**src/rtl/rv32i_pkg.sv**
```systemverilog
`default_nettype none
// +----------------------------------------------------------------------------+
// | Module   : rv32i_pkg                                                        |
// | Purpose  : Shared RV32I load/store encodings, LSU state type and helper    |
// |            functions used by the MEM-stage load/store unit.                 |
// | Contents : funct3 constants, write-back select encoding, lsu_state_t,     |
// |            f3_legal(), addr_aligned().                                      |
// | Revision : 1.0 - initial release                                            |
// +----------------------------------------------------------------------------+
package rv32i_pkg;

  // funct3 encodings for loads and stores
  localparam logic [2:0] F3_B  = 3'b000;
  localparam logic [2:0] F3_H  = 3'b001;
  localparam logic [2:0] F3_W  = 3'b010;
  localparam logic [2:0] F3_BU = 3'b100;
  localparam logic [2:0] F3_HU = 3'b101;

  // Write-back select value meaning "result comes from memory", i.e. a load
  localparam logic [1:0] WBSEL_MEM = 2'b00;

  typedef enum logic [1:0] {
    IDLE = 2'd0,
    REQ  = 2'd1,
    WAIT = 2'd2,
    DONE = 2'd3
  } lsu_state_t;

  // Stores only have B/H/W; loads additionally have the unsigned B/H forms.
  function automatic logic f3_legal(input logic is_store, input logic [2:0] f3);
    logic ok;
    ok = 1'b0;
    case (f3)
      F3_B, F3_H, F3_W: ok = 1'b1;
      F3_BU, F3_HU:     ok = ~is_store;
      default:          ok = 1'b0;
    endcase
    return ok;
  endfunction

  // Natural alignment: halves on even bytes, words on 4-byte boundaries.
  function automatic logic addr_aligned(input logic [2:0] f3, input logic [1:0] off);
    logic ok;
    ok = 1'b1;
    case (f3)
      F3_H, F3_HU: ok = ~off[0];
      F3_W:        ok = (off == 2'b00);
      default:     ok = 1'b1;
    endcase
    return ok;
  endfunction

endpackage
`default_nettype wire

```
**src/rtl/load_formatter.sv**
```systemverilog
`default_nettype none
// +----------------------------------------------------------------------------+
// | Module   : load_formatter                                                   |
// | Purpose  : Combinational lane select and sign/zero extension of a read   |
// |            word according to the load's funct3 and byte offset.          |
// | Ports    : rdata  (in, 32)  raw read word from data memory               |
// |            offset (in, 2)   byte offset of the load address              |
// |            funct3 (in, 3)   load width / signedness                      |
// |            result (out, 32) extended load value                          |
// | Revision : 1.0 - initial release                                            |
// +----------------------------------------------------------------------------+
module load_formatter
  import rv32i_pkg::*;
(
  input  logic [31:0] rdata,
  input  logic [1:0]  offset,
  input  logic [2:0]  funct3,
  output logic [31:0] result
);

  logic [7:0]  byte_sel;
  logic [15:0] half_sel;

  always_comb begin
    byte_sel = 8'h00;
    case (offset)
      2'd0: byte_sel = rdata[7:0];
      2'd1: byte_sel = rdata[15:8];
      2'd2: byte_sel = rdata[23:16];
      2'd3: byte_sel = rdata[31:24];
      default: byte_sel = 8'h00;
    endcase

    // Half-word loads are always even-aligned, so offset[1] picks the half.
    half_sel = offset[1] ? rdata[31:16] : rdata[15:0];

    result = rdata;
    case (funct3)
      F3_B:    result = {{24{byte_sel[7]}}, byte_sel};
      F3_BU:   result = {24'h000000, byte_sel};
      F3_H:    result = {{16{half_sel[15]}}, half_sel};
      F3_HU:   result = {16'h0000, half_sel};
      default: result = rdata;
    endcase
  end

endmodule
`default_nettype wire

```
**src/rtl/mem_stage_lsu.sv**
```systemverilog
`default_nettype none
// +----------------------------------------------------------------------------+
// | Module   : mem_stage_lsu                                                    |
// | Purpose  : MEM-stage load/store unit. Issues one registered request per   |
// |            load/store on a req/gnt/rvalid data bus, formats load data and |
// |            stalls the pipeline while the access is outstanding.          |
// | Ports    : clk, rst_n                    clock, async active-low reset    |
// |            ALU_MEM, rs2_MEM, INST_MEM    address, store data, instruction |
// |            MemRW_MEM, WBSel_MEM          store flag, write-back select    |
// |            dmem_req/we/addr/be/wdata     registered bus request (out)     |
// |            dmem_gnt/rvalid/rdata         bus grant and read response (in) |
// |            load_data_MEM                 registered load result (out)     |
// |            stall_MEM                     pipeline hold (out)              |
// |            mem_exc                       misaligned / illegal access (out)|
// | Revision : 1.0 - initial release                                            |
// +----------------------------------------------------------------------------+
module mem_stage_lsu
  import rv32i_pkg::*;
#(
  parameter int ADDR_W = 32
) (
  input  logic              clk,
  input  logic              rst_n,

  input  logic [31:0]       ALU_MEM,
  input  logic [31:0]       rs2_MEM,
  input  logic [31:0]       INST_MEM,
  input  logic              MemRW_MEM,
  input  logic [1:0]        WBSel_MEM,

  output logic              dmem_req,
  output logic              dmem_we,
  output logic [ADDR_W-1:0] dmem_addr,
  output logic [3:0]        dmem_be,
  output logic [31:0]       dmem_wdata,
  input  logic              dmem_gnt,
  input  logic              dmem_rvalid,
  input  logic [31:0]       dmem_rdata,

  output logic [31:0]       load_data_MEM,
  output logic              stall_MEM,
  output logic              mem_exc
);

  // ---------------------------------------------------------------------------
  // Decode of the instruction sitting in MEM
  // ---------------------------------------------------------------------------
  logic [2:0] funct3;
  logic [1:0] byte_off;
  logic       is_store;
  logic       access;
  logic       access_ok;
  logic       start;

  assign funct3    = INST_MEM[14:12];
  assign byte_off  = ALU_MEM[1:0];
  // A store wins if both the store flag and the memory write-back are set.
  assign is_store  = MemRW_MEM;
  assign access    = MemRW_MEM | (WBSel_MEM == WBSEL_MEM);
  assign access_ok = f3_legal(is_store, funct3) & addr_aligned(funct3, byte_off);

  // Only the funct3 field of the instruction is meaningful here.
  logic unused_inst;
  assign unused_inst = ^{INST_MEM[31:15], INST_MEM[11:0]};

  // Store lane steering for the current instruction
  logic [3:0]  st_be;
  logic [31:0] st_wdata;

  always_comb begin
    st_be    = 4'hF;
    st_wdata = rs2_MEM;
    case (funct3)
      F3_B: begin
        st_be    = 4'b0001 << byte_off;
        st_wdata = {4{rs2_MEM[7:0]}};
      end
      F3_H: begin
        st_be    = byte_off[1] ? 4'b1100 : 4'b0011;
        st_wdata = {2{rs2_MEM[15:0]}};
      end
      default: begin
        st_be    = 4'hF;
        st_wdata = rs2_MEM;
      end
    endcase
  end

  // ---------------------------------------------------------------------------
  // State and request registers
  // ---------------------------------------------------------------------------
  lsu_state_t        state_q,     state_d;
  logic              req_q,       req_d;
  logic              we_q,        we_d;
  logic [ADDR_W-1:0] addr_q,      addr_d;
  logic [3:0]        be_q,        be_d;
  logic [31:0]       wdata_q,     wdata_d;
  logic [1:0]        off_q,       off_d;
  logic [2:0]        f3_q,        f3_d;
  logic [31:0]       load_data_q, load_data_d;

  logic [31:0] fmt_result;

  // Formatting uses the offset/funct3 latched at request time, so the result
  // does not depend on what the pipeline presents during WAIT.
  load_formatter u_load_formatter (
    .rdata  (dmem_rdata),
    .offset (off_q),
    .funct3 (f3_q),
    .result (fmt_result)
  );

  assign start = (state_q == IDLE) & access & access_ok;

  always_comb begin
    state_d     = state_q;
    req_d       = req_q;
    we_d        = we_q;
    addr_d      = addr_q;
    be_d        = be_q;
    wdata_d     = wdata_q;
    off_d       = off_q;
    f3_d        = f3_q;
    load_data_d = load_data_q;

    case (state_q)
      IDLE: begin
        if (start) begin
          req_d   = 1'b1;
          we_d    = is_store;
          addr_d  = {ALU_MEM[ADDR_W-1:2], 2'b00};
          be_d    = is_store ? st_be : 4'hF;
          wdata_d = st_wdata;
          off_d   = byte_off;
          f3_d    = funct3;
          state_d = REQ;
        end
      end
      REQ: begin
        // Bus fields stay frozen; only req drops once the grant is seen.
        if (dmem_gnt) begin
          req_d   = 1'b0;
          state_d = we_q ? DONE : WAIT;
        end
      end
      WAIT: begin
        if (dmem_rvalid) begin
          load_data_d = fmt_result;
          state_d     = DONE;
        end
      end
      DONE: begin
        state_d = IDLE;
      end
      default: begin
        state_d = IDLE;
        req_d   = 1'b0;
      end
    endcase
  end

  always_ff @(posedge clk or negedge rst_n) begin
    if (!rst_n) begin
      state_q     <= IDLE;
      req_q       <= 1'b0;
      we_q        <= 1'b0;
      addr_q      <= '0;
      be_q        <= 4'h0;
      wdata_q     <= 32'h0;
      off_q       <= 2'b00;
      f3_q        <= 3'b000;
      load_data_q <= 32'h0;
    end else begin
      state_q     <= state_d;
      req_q       <= req_d;
      we_q        <= we_d;
      addr_q      <= addr_d;
      be_q        <= be_d;
      wdata_q     <= wdata_d;
      off_q       <= off_d;
      f3_q        <= f3_d;
      load_data_q <= load_data_d;
    end
  end

  // ---------------------------------------------------------------------------
  // Outputs
  // ---------------------------------------------------------------------------
  assign dmem_req      = req_q;
  assign dmem_we       = we_q;
  assign dmem_addr     = addr_q;
  assign dmem_be       = be_q;
  assign dmem_wdata    = wdata_q;
  assign load_data_MEM = load_data_q;

  // DONE deliberately drops the stall so the pipeline advances exactly once.
  assign stall_MEM = start | (state_q == REQ) | (state_q == WAIT);
  assign mem_exc   = (state_q == IDLE) & access & ~access_ok;

endmodule
`default_nettype wire

```
**config.mk**
```make
export PLATFORM = sky130hd
export DESIGN_NAME = mem_stage_lsu
export DESIGN_NICKNAME = d
export VERILOG_FILES = /design/src/rtl/rv32i_pkg.sv /design/src/rtl/load_formatter.sv /design/src/rtl/mem_stage_lsu.sv
export SDC_FILE = /design/constraint.sdc
export NUM_CORES = 1
export LEC_CHECK = 0
export CAP_MARGIN = 20
export CORE_UTILIZATION = 38
export DETAILED_ROUTE_END_ITERATION = 8
export HOLD_SLACK_MARGIN = 0.03
export PLACE_DENSITY = 0.78
export SLEW_MARGIN = 20
export SYNTH_ARGS = -nofsm -noshare
export SYNTH_HDL_FRONTEND = slang
export SYNTH_HIERARCHICAL = 1
export SYNTH_SLANG_ARGS = --single-unit
```
**constraint.sdc**
```tcl
create_clock -name clk -period 1.7 [get_ports clk]
set_input_delay 0.34 -clock clk [delete_from_list [all_inputs] [get_ports clk]]
set_output_delay 0.34 -clock clk [all_outputs]
set_load 0.01 [all_outputs]
```
==> impl_metrics.xml, run 1 <==
<?xml version="1.0" encoding="UTF-8"?>
<metrics>
  <group name="sta">
    <metric name="timing_max_transition_violations_final" unit="">0</metric>
    <metric name="timing.clock.skew" unit="ns">0.00479</metric>
    <metric name="relSlewSlack" unit="%">61.7</metric>
    <metric name="finalSetupViolCount" unit="">23</metric>
    <metric name="timing.final.crit_period" unit="ns">1.80</metric>
    <metric name="final_min_period_over_clock_period" unit="%">106</metric>
    <metric name="worst-slew-pin-transition" unit="ns">0.575</metric>
    <metric name="setup_slack" unit="ns">-0.104</metric>
    <metric name="fmax" unit="MHz">554</metric>
    <metric name="final.setup.tns" unit="ns">-1.62</metric>
    <metric name="fin_hold_ws" unit="ns">0.0411</metric>
    <metric name="setup_repair_after_global_routing_missed_its_margin" unit="">yes</metric>
    <metric name="report.final.hold_viol_count" unit="">0</metric>
  </group>
  <group name="critical_path">
    <metric name="cp_data_arrival_time" unit="ns">2.03</metric>
    <metric name="path_buf_inv" unit="">0</metric>
    <metric name="timing.reg2reg.setup_slack" unit="ns">-0.10</metric>
    <metric name="endpoint_kind" unit="">flop</metric>
    <metric name="crit_path_start" unit="">off_q[1]$_DFFE_PN0P_</metric>
    <metric name="cpPeakStageDelay" unit="ns">0.51</metric>
    <metric name="timing.critical_path.cells" unit="">mux4_2, and3b_2, a221o_1, mux2_2</metric>
    <metric name="worst_r2r_path_depth" unit="">4</metric>
    <metric name="cp_num_cells" unit="">4</metric>
    <metric name="critPathRequiredTime" unit="ns">1.93</metric>
    <metric name="rr_endpoint" unit="">load_data_MEM[11]$_DFFE_PN0P_</metric>
    <metric name="crit_family" unit="">multiplexers</metric>
    <metric name="crit_path_max_fanout" unit="">8</metric>
    <metric name="worstSetupPathType" unit="">flop to flop</metric>
    <metric name="crit_path_end" unit="">load_data_MEM[11]$_DFFE_PN0P_</metric>
    <metric name="crit_slowest_cell" unit="">mux4_2</metric>
    <metric name="worstSetupStartpointType" unit="">flop</metric>
    <metric name="worstReg2RegStart" unit="">off_q[1]$_DFFE_PN0P_</metric>
  </group>
  <group name="clock_tree">
    <metric name="postCtsHoldBufs" unit="">0</metric>
    <metric name="clk_pin_slew_worst_paths" unit="ns">0.07</metric>
    <metric name="clock_path_buffers" unit="">2</metric>
    <metric name="clock_tree_from_tritoncts" unit="">done</metric>
    <metric name="htree_num_levels" unit="">3</metric>
    <metric name="cts_made_buffers" unit="">9</metric>
    <metric name="cts.sink_count" unit="">107</metric>
    <metric name="cts-root-buf" unit="">clkbuf_16</metric>
    <metric name="clock_insertion_delay_worst_skew" unit="ns">0.34</metric>
  </group>
  <group name="layout">
    <metric name="final_design_area_no_fill" unit="sq mm">0.00812</metric>
    <metric name="flow.area_growth_from_synthesis" unit="%">57.6</metric>
    <metric name="finalNonFillerCells" unit="">861</metric>
    <metric name="final_common_cell" unit="">clkdlybuf4s50_1</metric>
    <metric name="post_route_cells_drive_above_1_share" unit="%">23.8</metric>
    <metric name="layout_common_cells" unit="">194 x clkdlybuf4s50_1, 107 x dfrtp_1, 76 x mux2_2, 74 x nand2_1, 37 x o21ai_0</metric>
    <metric name="n_antenna_cell" unit="">0</metric>
    <metric name="nets" unit="">820</metric>
    <metric name="post-route-util" unit="%">61.3</metric>
    <metric name="fillers" unit="">1062</metric>
  </group>
  <group name="grt">
    <metric name="grt_first_pass_wirelength" unit="um">22500</metric>
    <metric name="antenna_found_initial" unit="">0</metric>
    <metric name="pin_count_of_the_biggest_net_entering_global_routing" unit="">108</metric>
    <metric name="grt.overflow.total" unit="">0</metric>
    <metric name="vias_in_the_first_global_route" unit="">4407</metric>
    <metric name="gr-usage-all-layers" unit="%">20.3</metric>
  </group>
  <group name="hold_path">
    <metric name="hold_class" unit="">input port to async pin</metric>
  </group>
  <group name="routing">
    <metric name="drt-vias-per-instance" unit="">5.02</metric>
    <metric name="wire_per_inst" unit="um">16.3</metric>
    <metric name="ant_nets" unit="">0</metric>
    <metric name="drt_first_iter_violations" unit="">147</metric>
    <metric name="detail_route.drc_violations" unit="">0</metric>
    <metric name="wl" unit="um">14000</metric>
    <metric name="vias" unit="">4322</metric>
    <metric name="detailedRoute.firstPassIterationCount" unit="">4</metric>
  </group>
  <group name="floorplan">
    <metric name="die_outline_area" unit="sq mm">0.0140</metric>
    <metric name="die_y_extent" unit="um">118</metric>
    <metric name="num_io_pins" unit="">239</metric>
    <metric name="coreArea" unit="sq mm">0.0132</metric>
    <metric name="start_util" unit="%">38.9</metric>
    <metric name="fp-row-count" unit="">42</metric>
    <metric name="die_width" unit="um">118</metric>
  </group>
  <group name="pwr">
    <metric name="total_leakage_power" unit="nW">3.64</metric>
    <metric name="report.power.total" unit="mW">14.0</metric>
    <metric name="areal_power_density_over_the_cells" unit="mW/mm^2">1720</metric>
    <metric name="worst_ir_drop_vdd" unit="mV">0.722</metric>
  </group>
  <group name="placed_design">
    <metric name="dp_worst_setup_slack" unit="ns">-0.686</metric>
    <metric name="placement.io_buffers" unit="">207</metric>
    <metric name="placedInstanceArea" unit="sq mm">0.00764</metric>
    <metric name="detailedPlacementHpwl" unit="um">10200</metric>
    <metric name="place_congestion" unit="">0.895</metric>
    <metric name="number_of_cells_after_detailed_placement" unit="">841</metric>
  </group>
  <group name="synth">
    <metric name="yosys_warns" unit="">6</metric>
    <metric name="syn_inst" unit="">450</metric>
    <metric name="postSynthAreaPerCell" unit="sq um">11.4</metric>
    <metric name="syn_area" unit="sq mm">0.00515</metric>
    <metric name="ys_seq_area_share" unit="%">52.0</metric>
    <metric name="netlist-cell-type-count" unit="">40</metric>
    <metric name="synth-seq-cells" unit="">107</metric>
  </group>
  <group name="status">
    <metric name="violations" unit="">negative setup slack</metric>
    <metric name="outcome" unit="">finished, violations left</metric>
  </group>
  <group name="flow_run">
    <metric name="max_cap_viol_count" unit="">0</metric>
  </group>
</metrics>
-- worst reg2reg max path, delay by kind of cell, from the launching register on --
kind,cells,cell delay [ns]
AOI/OAI and AO/OA,1,0.28
DFF,1,0.37
muxes,2,0.77
and+or+nand+nor,1,0.27
-- cells in the mapped netlist, drive strengths merged --
cell type / count / area, sq um
ha: 4 / 50.1
a21o: 18 / 135
mux4: 1 / 22.5
nand2: 76 / 285
inv: 7 / 26.3
nor4: 1 / 21.3
dfrtp: 107 / 2680
o22a: 1 / 8.76
a21oi: 5 / 25.0
o211ai: 1 / 12.5
nor2b: 3 / 18.8
a22o: 1 / 8.76
conb: 1 / 3.75
nor2: 9 / 36.3
o22ai: 2 / 26.3
nand2b: 7 / 43.8
o21bai: 2 / 15.0
o21ai: 45 / 225
mux2: 77 / 867
a31oi: 2 / 12.5
a221o: 8 / 80.1
nor3: 2 / 15.0
and3b: 1 / 8.76
buf: 18 / 116
a221oi: 1 / 15.0
mux2i: 25 / 250
nand3: 1 / 5.00
a211oi: 1 / 7.51
clkbuf: 13 / 48.8
or4: 1 / 11.3
a22oi: 8 / 60.1
a211o: 1 / 8.76
-- how the worst min path moves through the flow --
stage                     start                           end  slack [ns]  cells after the start
after floorplan           rst_n     dmem_addr[10]$_DFFE_PN0P_        0.04                      0
after global placement    rst_n  load_data_MEM[3]$_DFFE_PN0P_        0.45                      2
after detailed placement  rst_n  load_data_MEM[1]$_DFFE_PN0P_        0.46                      2
after CTS                 rst_n  load_data_MEM[3]$_DFFE_PN0P_        0.09                      2
after global routing      rst_n  load_data_MEM[1]$_DFFE_PN0P_        0.10                      2
final                     rst_n  load_data_MEM[5]$_DFFE_PN0P_        0.04                      2
-- sequential cells by signal, summed over array words and instances (netlist names) --
name	count
dmem_be	4
state_q	2
dmem_addr	30
f3_q	3
dmem_req	1
off_q	2
dmem_wdata	32
load_data_MEM	32
dmem_we	1
-- timing repair --
item / 4_1_cts / 5_1_grt
endpoints found under the hold margin: 0 / 0
setup buffers: 0 / 3
resized for setup: 35 / 18
pin swaps: 3 / 5
endpoints found under the setup margin: 94 / 62
gates cloned: 0 / 2
-- cells by family after synthesis --
family                     after synthesis  share of synthesized area, %
and+or+nand+nor                        101                          8.65
buffers and inverters                   38                          3.72
other                                    1                        0.0728
DFF                                    107                          52.0
muxes                                  103                          22.1
adders and majority gates                4                         0.972
AOI/OAI and AO/OA                       96                          12.4
-- power by group --
part / internal, mW / switching (mW) / total, mW
Combinational: 4.35 / 3.01 / 7.35
Sequential: 3.81 / 0.709 / 4.52
Clock: 1.21 / 0.899 / 2.11
Total: 9.37 / 4.62 / 14.0
-- layer usage --
metal	GRT usage (%)	wire length [um]
met1	24.7	5720
met2	33.8	6980
met3	5.79	963
met4	8.23	359
met5	0	0
-- area by class of cell --
class	instances	area, sq um	share of cell area, %
Tap cell	176	220	2.71
Inverter	7	28.8	0.355
Clock inverter	2	35.0	0.432
Clock buffer	13	260	3.21
Sequential cell	107	2680	33.0
Timing Repair Buffer	250	2500	30.9
Multi-Input combinational cell	306	2390	29.4
Note: power is estimated with default switching activity, not from simulation.
==> inputs of run 2 (changes only) <==
--- a/config.mk
+++ b/config.mk
@@ -7,4 +7,5 @@
 export LEC_CHECK = 0
+export ABC_AREA = 1
 export CAP_MARGIN = 20
-export CORE_UTILIZATION = 38
+export CORE_UTILIZATION = 39
 export DETAILED_ROUTE_END_ITERATION = 8
==> constraint.sdc (replaced) <==
create_clock -name clk -period 1.7 [get_ports clk]
set_input_delay 0.255 -clock clk [delete_from_list [all_inputs] [get_ports clk]]
set_output_delay 0.255 -clock clk [all_outputs]
set_load 0.01 [all_outputs]
==> run 2 against run 1 <==
  * The flow still finishes with violations (negative setup slack)
  * Synthesized area increased by 6.1%
  * Clock power about the same
  * Register-to-register slack improved by 0.18 ns
  * Die area increased by 3.3%
  * Utilization increased by 0.49 points
  * Sequential share of layout area decreased by 0.76 points
  * Critical path depth increased by 3
  * Sequential cell count unchanged
  * Critical path type is now flop to output pin
  * Highest routed layer unchanged
==> impl_metrics.xml, run 2 <==
<?xml version="1.0" encoding="UTF-8"?>
<metrics>
  <group name="routing">
    <metric name="wl" unit="um">16100</metric>
    <metric name="drt-vias-per-instance" unit="">5.01</metric>
    <metric name="drt_first_iter_violations" unit="">431</metric>
    <metric name="ant_nets" unit="">0</metric>
    <metric name="vias" unit="">5295</metric>
    <metric name="detail_route.drc_violations" unit="">0</metric>
    <metric name="detailedRoute.firstPassIterationCount" unit="">4</metric>
    <metric name="wire_per_inst" unit="um">15.3</metric>
  </group>
  <group name="floorplan">
    <metric name="fp-row-count" unit="">42</metric>
    <metric name="coreArea" unit="sq mm">0.0135</metric>
    <metric name="die_y_extent" unit="um">120</metric>
    <metric name="die_outline_area" unit="sq mm">0.0145</metric>
    <metric name="die_width" unit="um">120</metric>
    <metric name="start_util" unit="%">40.6</metric>
    <metric name="num_io_pins" unit="">239</metric>
  </group>
  <group name="sta">
    <metric name="timing.clock.skew" unit="ns">0.00982</metric>
    <metric name="fmax" unit="MHz">584</metric>
    <metric name="timing_max_transition_violations_final" unit="">0</metric>
    <metric name="final_min_period_over_clock_period" unit="%">101</metric>
    <metric name="finalSetupViolCount" unit="">2</metric>
    <metric name="setup_slack" unit="ns">-0.0132</metric>
    <metric name="report.final.hold_viol_count" unit="">0</metric>
    <metric name="setup_repair_after_global_routing_missed_its_margin" unit="">yes</metric>
    <metric name="fin_hold_ws" unit="ns">0.276</metric>
    <metric name="timing.final.crit_period" unit="ns">1.71</metric>
  </group>
  <group name="layout">
    <metric name="layout_common_cells" unit="">237 x nand2_1, 204 x clkdlybuf4s50_1, 106 x dfrtp_1, 39 x buf_4, 37 x o21ai_0</metric>
    <metric name="n_antenna_cell" unit="">0</metric>
    <metric name="final_design_area_no_fill" unit="sq mm">0.00831</metric>
    <metric name="post_route_cells_drive_above_1_share" unit="%">15.4</metric>
    <metric name="post-route-util" unit="%">61.8</metric>
    <metric name="finalNonFillerCells" unit="">1057</metric>
    <metric name="flow.area_growth_from_synthesis" unit="%">52.1</metric>
    <metric name="fillers" unit="">1191</metric>
    <metric name="final_common_cell" unit="">nand2_1</metric>
    <metric name="nets" unit="">1015</metric>
  </group>
  <group name="synth">
    <metric name="synth.most_common_cell" unit="">nand2_1</metric>
    <metric name="yosys-top-cells-count" unit="">238 x nand2_1, 107 x dfrtp_1, 37 x o21ai_0</metric>
    <metric name="synthFlopType" unit="">dfrtp_1</metric>
    <metric name="ys_seq_area_share" unit="%">49.0</metric>
    <metric name="asyncSetResetFlopFracSynth" unit="%">100</metric>
    <metric name="synth-seq-cells" unit="">107</metric>
    <metric name="netlist-cell-type-count" unit="">33</metric>
    <metric name="synth_enable_flop_cells" unit="">0</metric>
    <metric name="yosys_warns" unit="">6</metric>
    <metric name="postSynthAreaPerCell" unit="sq um">8.47</metric>
    <metric name="synth_top_cells_by_area" unit="">dfrtp_1 49%, nand2_1 16%, mux2_2 6.6%</metric>
    <metric name="syn_area" unit="sq mm">0.00546</metric>
    <metric name="synth.top_cell.area_share" unit="%">49.0</metric>
    <metric name="yosysTopAreaCell" unit="">dfrtp_1</metric>
    <metric name="syn_inst" unit="">645</metric>
  </group>
  <group name="critical_path">
    <metric name="worstSetupPathType" unit="">flop to output pin</metric>
    <metric name="crit_path_max_fanout" unit="">2</metric>
    <metric name="worstSetupStartpointType" unit="">flop</metric>
    <metric name="cp_data_arrival_time" unit="ns">1.46</metric>
    <metric name="endpoint_kind" unit="">output pin</metric>
    <metric name="critPathRequiredTime" unit="ns">1.44</metric>
  </group>
  <group name="pwr">
    <metric name="total_leakage_power" unit="nW">3.97</metric>
    <metric name="report.power.total" unit="mW">14.0</metric>
    <metric name="worst_ir_drop_vdd" unit="mV">0.720</metric>
    <metric name="areal_power_density_over_the_cells" unit="mW/mm^2">1690</metric>
  </group>
  <group name="grt">
    <metric name="busiest_layer" unit="">met2</metric>
    <metric name="grt_first_pass_wirelength" unit="um">25700</metric>
    <metric name="grt_use_met1" unit="%">29.0</metric>
    <metric name="grt.overflow.total" unit="">0</metric>
    <metric name="gr-usage-all-layers" unit="%">22.6</metric>
    <metric name="vias_in_the_first_global_route" unit="">5210</metric>
    <metric name="antenna_found_initial" unit="">0</metric>
    <metric name="grt_use_met2" unit="%">36.6</metric>
    <metric name="use_met3" unit="%">5.94</metric>
    <metric name="pin_count_of_the_biggest_net_entering_global_routing" unit="">65</metric>
  </group>
  <group name="clock_tree">
    <metric name="cts.sink_count" unit="">107</metric>
    <metric name="clk_pin_slew_worst_paths" unit="ns">0.07</metric>
    <metric name="clock_insertion_delay_worst_skew" unit="ns">0.35</metric>
    <metric name="clock_tree_from_tritoncts" unit="">done</metric>
    <metric name="cts-root-buf" unit="">clkbuf_16</metric>
    <metric name="htree_num_levels" unit="">3</metric>
    <metric name="cts_made_buffers" unit="">9</metric>
    <metric name="clock_path_buffers" unit="">2</metric>
  </group>
  <group name="hold_path">
    <metric name="hold_class" unit="">input port to async pin</metric>
  </group>
  <group name="flow_run">
    <metric name="max_cap_viol_count" unit="">0</metric>
  </group>
  <group name="placed_design">
    <metric name="detailedPlacementHpwl" unit="um">11700</metric>
    <metric name="place_congestion" unit="">0.867</metric>
    <metric name="placement.io_buffers" unit="">207</metric>
    <metric name="placedInstanceArea" unit="sq mm">0.00792</metric>
    <metric name="number_of_cells_after_detailed_placement" unit="">1038</metric>
  </group>
  <group name="status">
    <metric name="violations" unit="">negative setup slack</metric>
    <metric name="outcome" unit="">finished, violations left</metric>
  </group>
</metrics>
run 2: power by group:
part           internal (mW)  switching, mW  total [mW]  leakage, nW
sequential              3.74          0.728        4.47         1.33
combinational           3.99           3.47        7.46         2.50
clock                   1.09           1.00        2.10        0.144
total                   8.82           5.20        14.0         3.97
run 2: cell families after synthesis:
| group | share of synthesized area [%] |
|---|---|
| AO/OA/AOI/OAI | 9.53 |
| adder cells (fa/ha/maj) | 0.916 |
| buffers and inverters | 7.51 |
| flip-flops | 49.0 |
| multiplexers | 6.60 |
| other | 0.0686 |
| AND/OR/NAND/NOR | 26.4 |
run 2: repair_timing:
item,4_1_cts,5_1_grt
pin swaps,2,2
gates cloned,0,1
setup buffers,0,1
hold endpoints to repair,70,0
setup endpoints to repair,70,73
gates resized for setup,21,5
hold buffers,1,0
run 2: metrics by stage:
step                      setup TNS (ns)  worst slack (ns)
final                            -0.0205           -0.0132
after global routing              -0.880           -0.0840
after CTS                        -0.0782           -0.0486
after detailed placement          -21.32            -0.462
after global placement            -16.85            -0.415
after floorplan                        0            0.0304
run 2: final cells by class:
class	count	area [sq um]	area share [%]
Tap cell	176	220	2.65
Sequential cell	107	2680	32.2
Multi-Input combinational cell	465	2420	29.1
Clock inverter	5	45.0	0.542
Clock buffer	11	253	3.04
Inverter	37	146	1.76
Timing Repair Buffer	256	2550	30.7
run 2: worst paths after layout:
check	start	to	slack (ns)	cells past startpoint
worst max-delay path	state_q[0]$_DFFE_PN0P_	stall_MEM	-0.01	7
worst min-delay path	rst_n	load_data_MEM[0]$_DFFE_PN0P_	0.28	2
worst max register to register	state_q[0]$_DFFE_PN0P_	dmem_wdata[21]$_DFFE_PN0P_	0.08	10
worst min register to register	dmem_addr[19]$_DFFE_PN0P_	dmem_addr[19]$_DFFE_PN0P_	0.48	2
max in group asynchronous	rst_n	dmem_wdata[3]$_DFFE_PN0P_	0.75	3
min in group clk	ALU_MEM[7]	dmem_addr[7]$_DFFE_PN0P_	0.44	3
run 2: worst max-delay path, cell delays in order (launching register included):
cell     delay [ns]
dfrtp_1        0.39
inv_2          0.08
ha_4           0.15
inv_4          0.04
a21oi_4        0.14
nand3_4        0.12
nand3_2        0.09
buf_6          0.10
run 2: routing by layer:
layer / part of all wire [%] / wire, um
met3: 9.0 / 1450
met1: 43 / 6900
met2: 47 / 7520
met5: 0 / 0
met4: 1.7 / 274
==> inputs of run 3 (changes only) <==
CTS_CLUSTER_SIZE = 40   (was default)
==> results of run 3 <==
No change in the layout: final DEF, timing and power equal those of run 2.
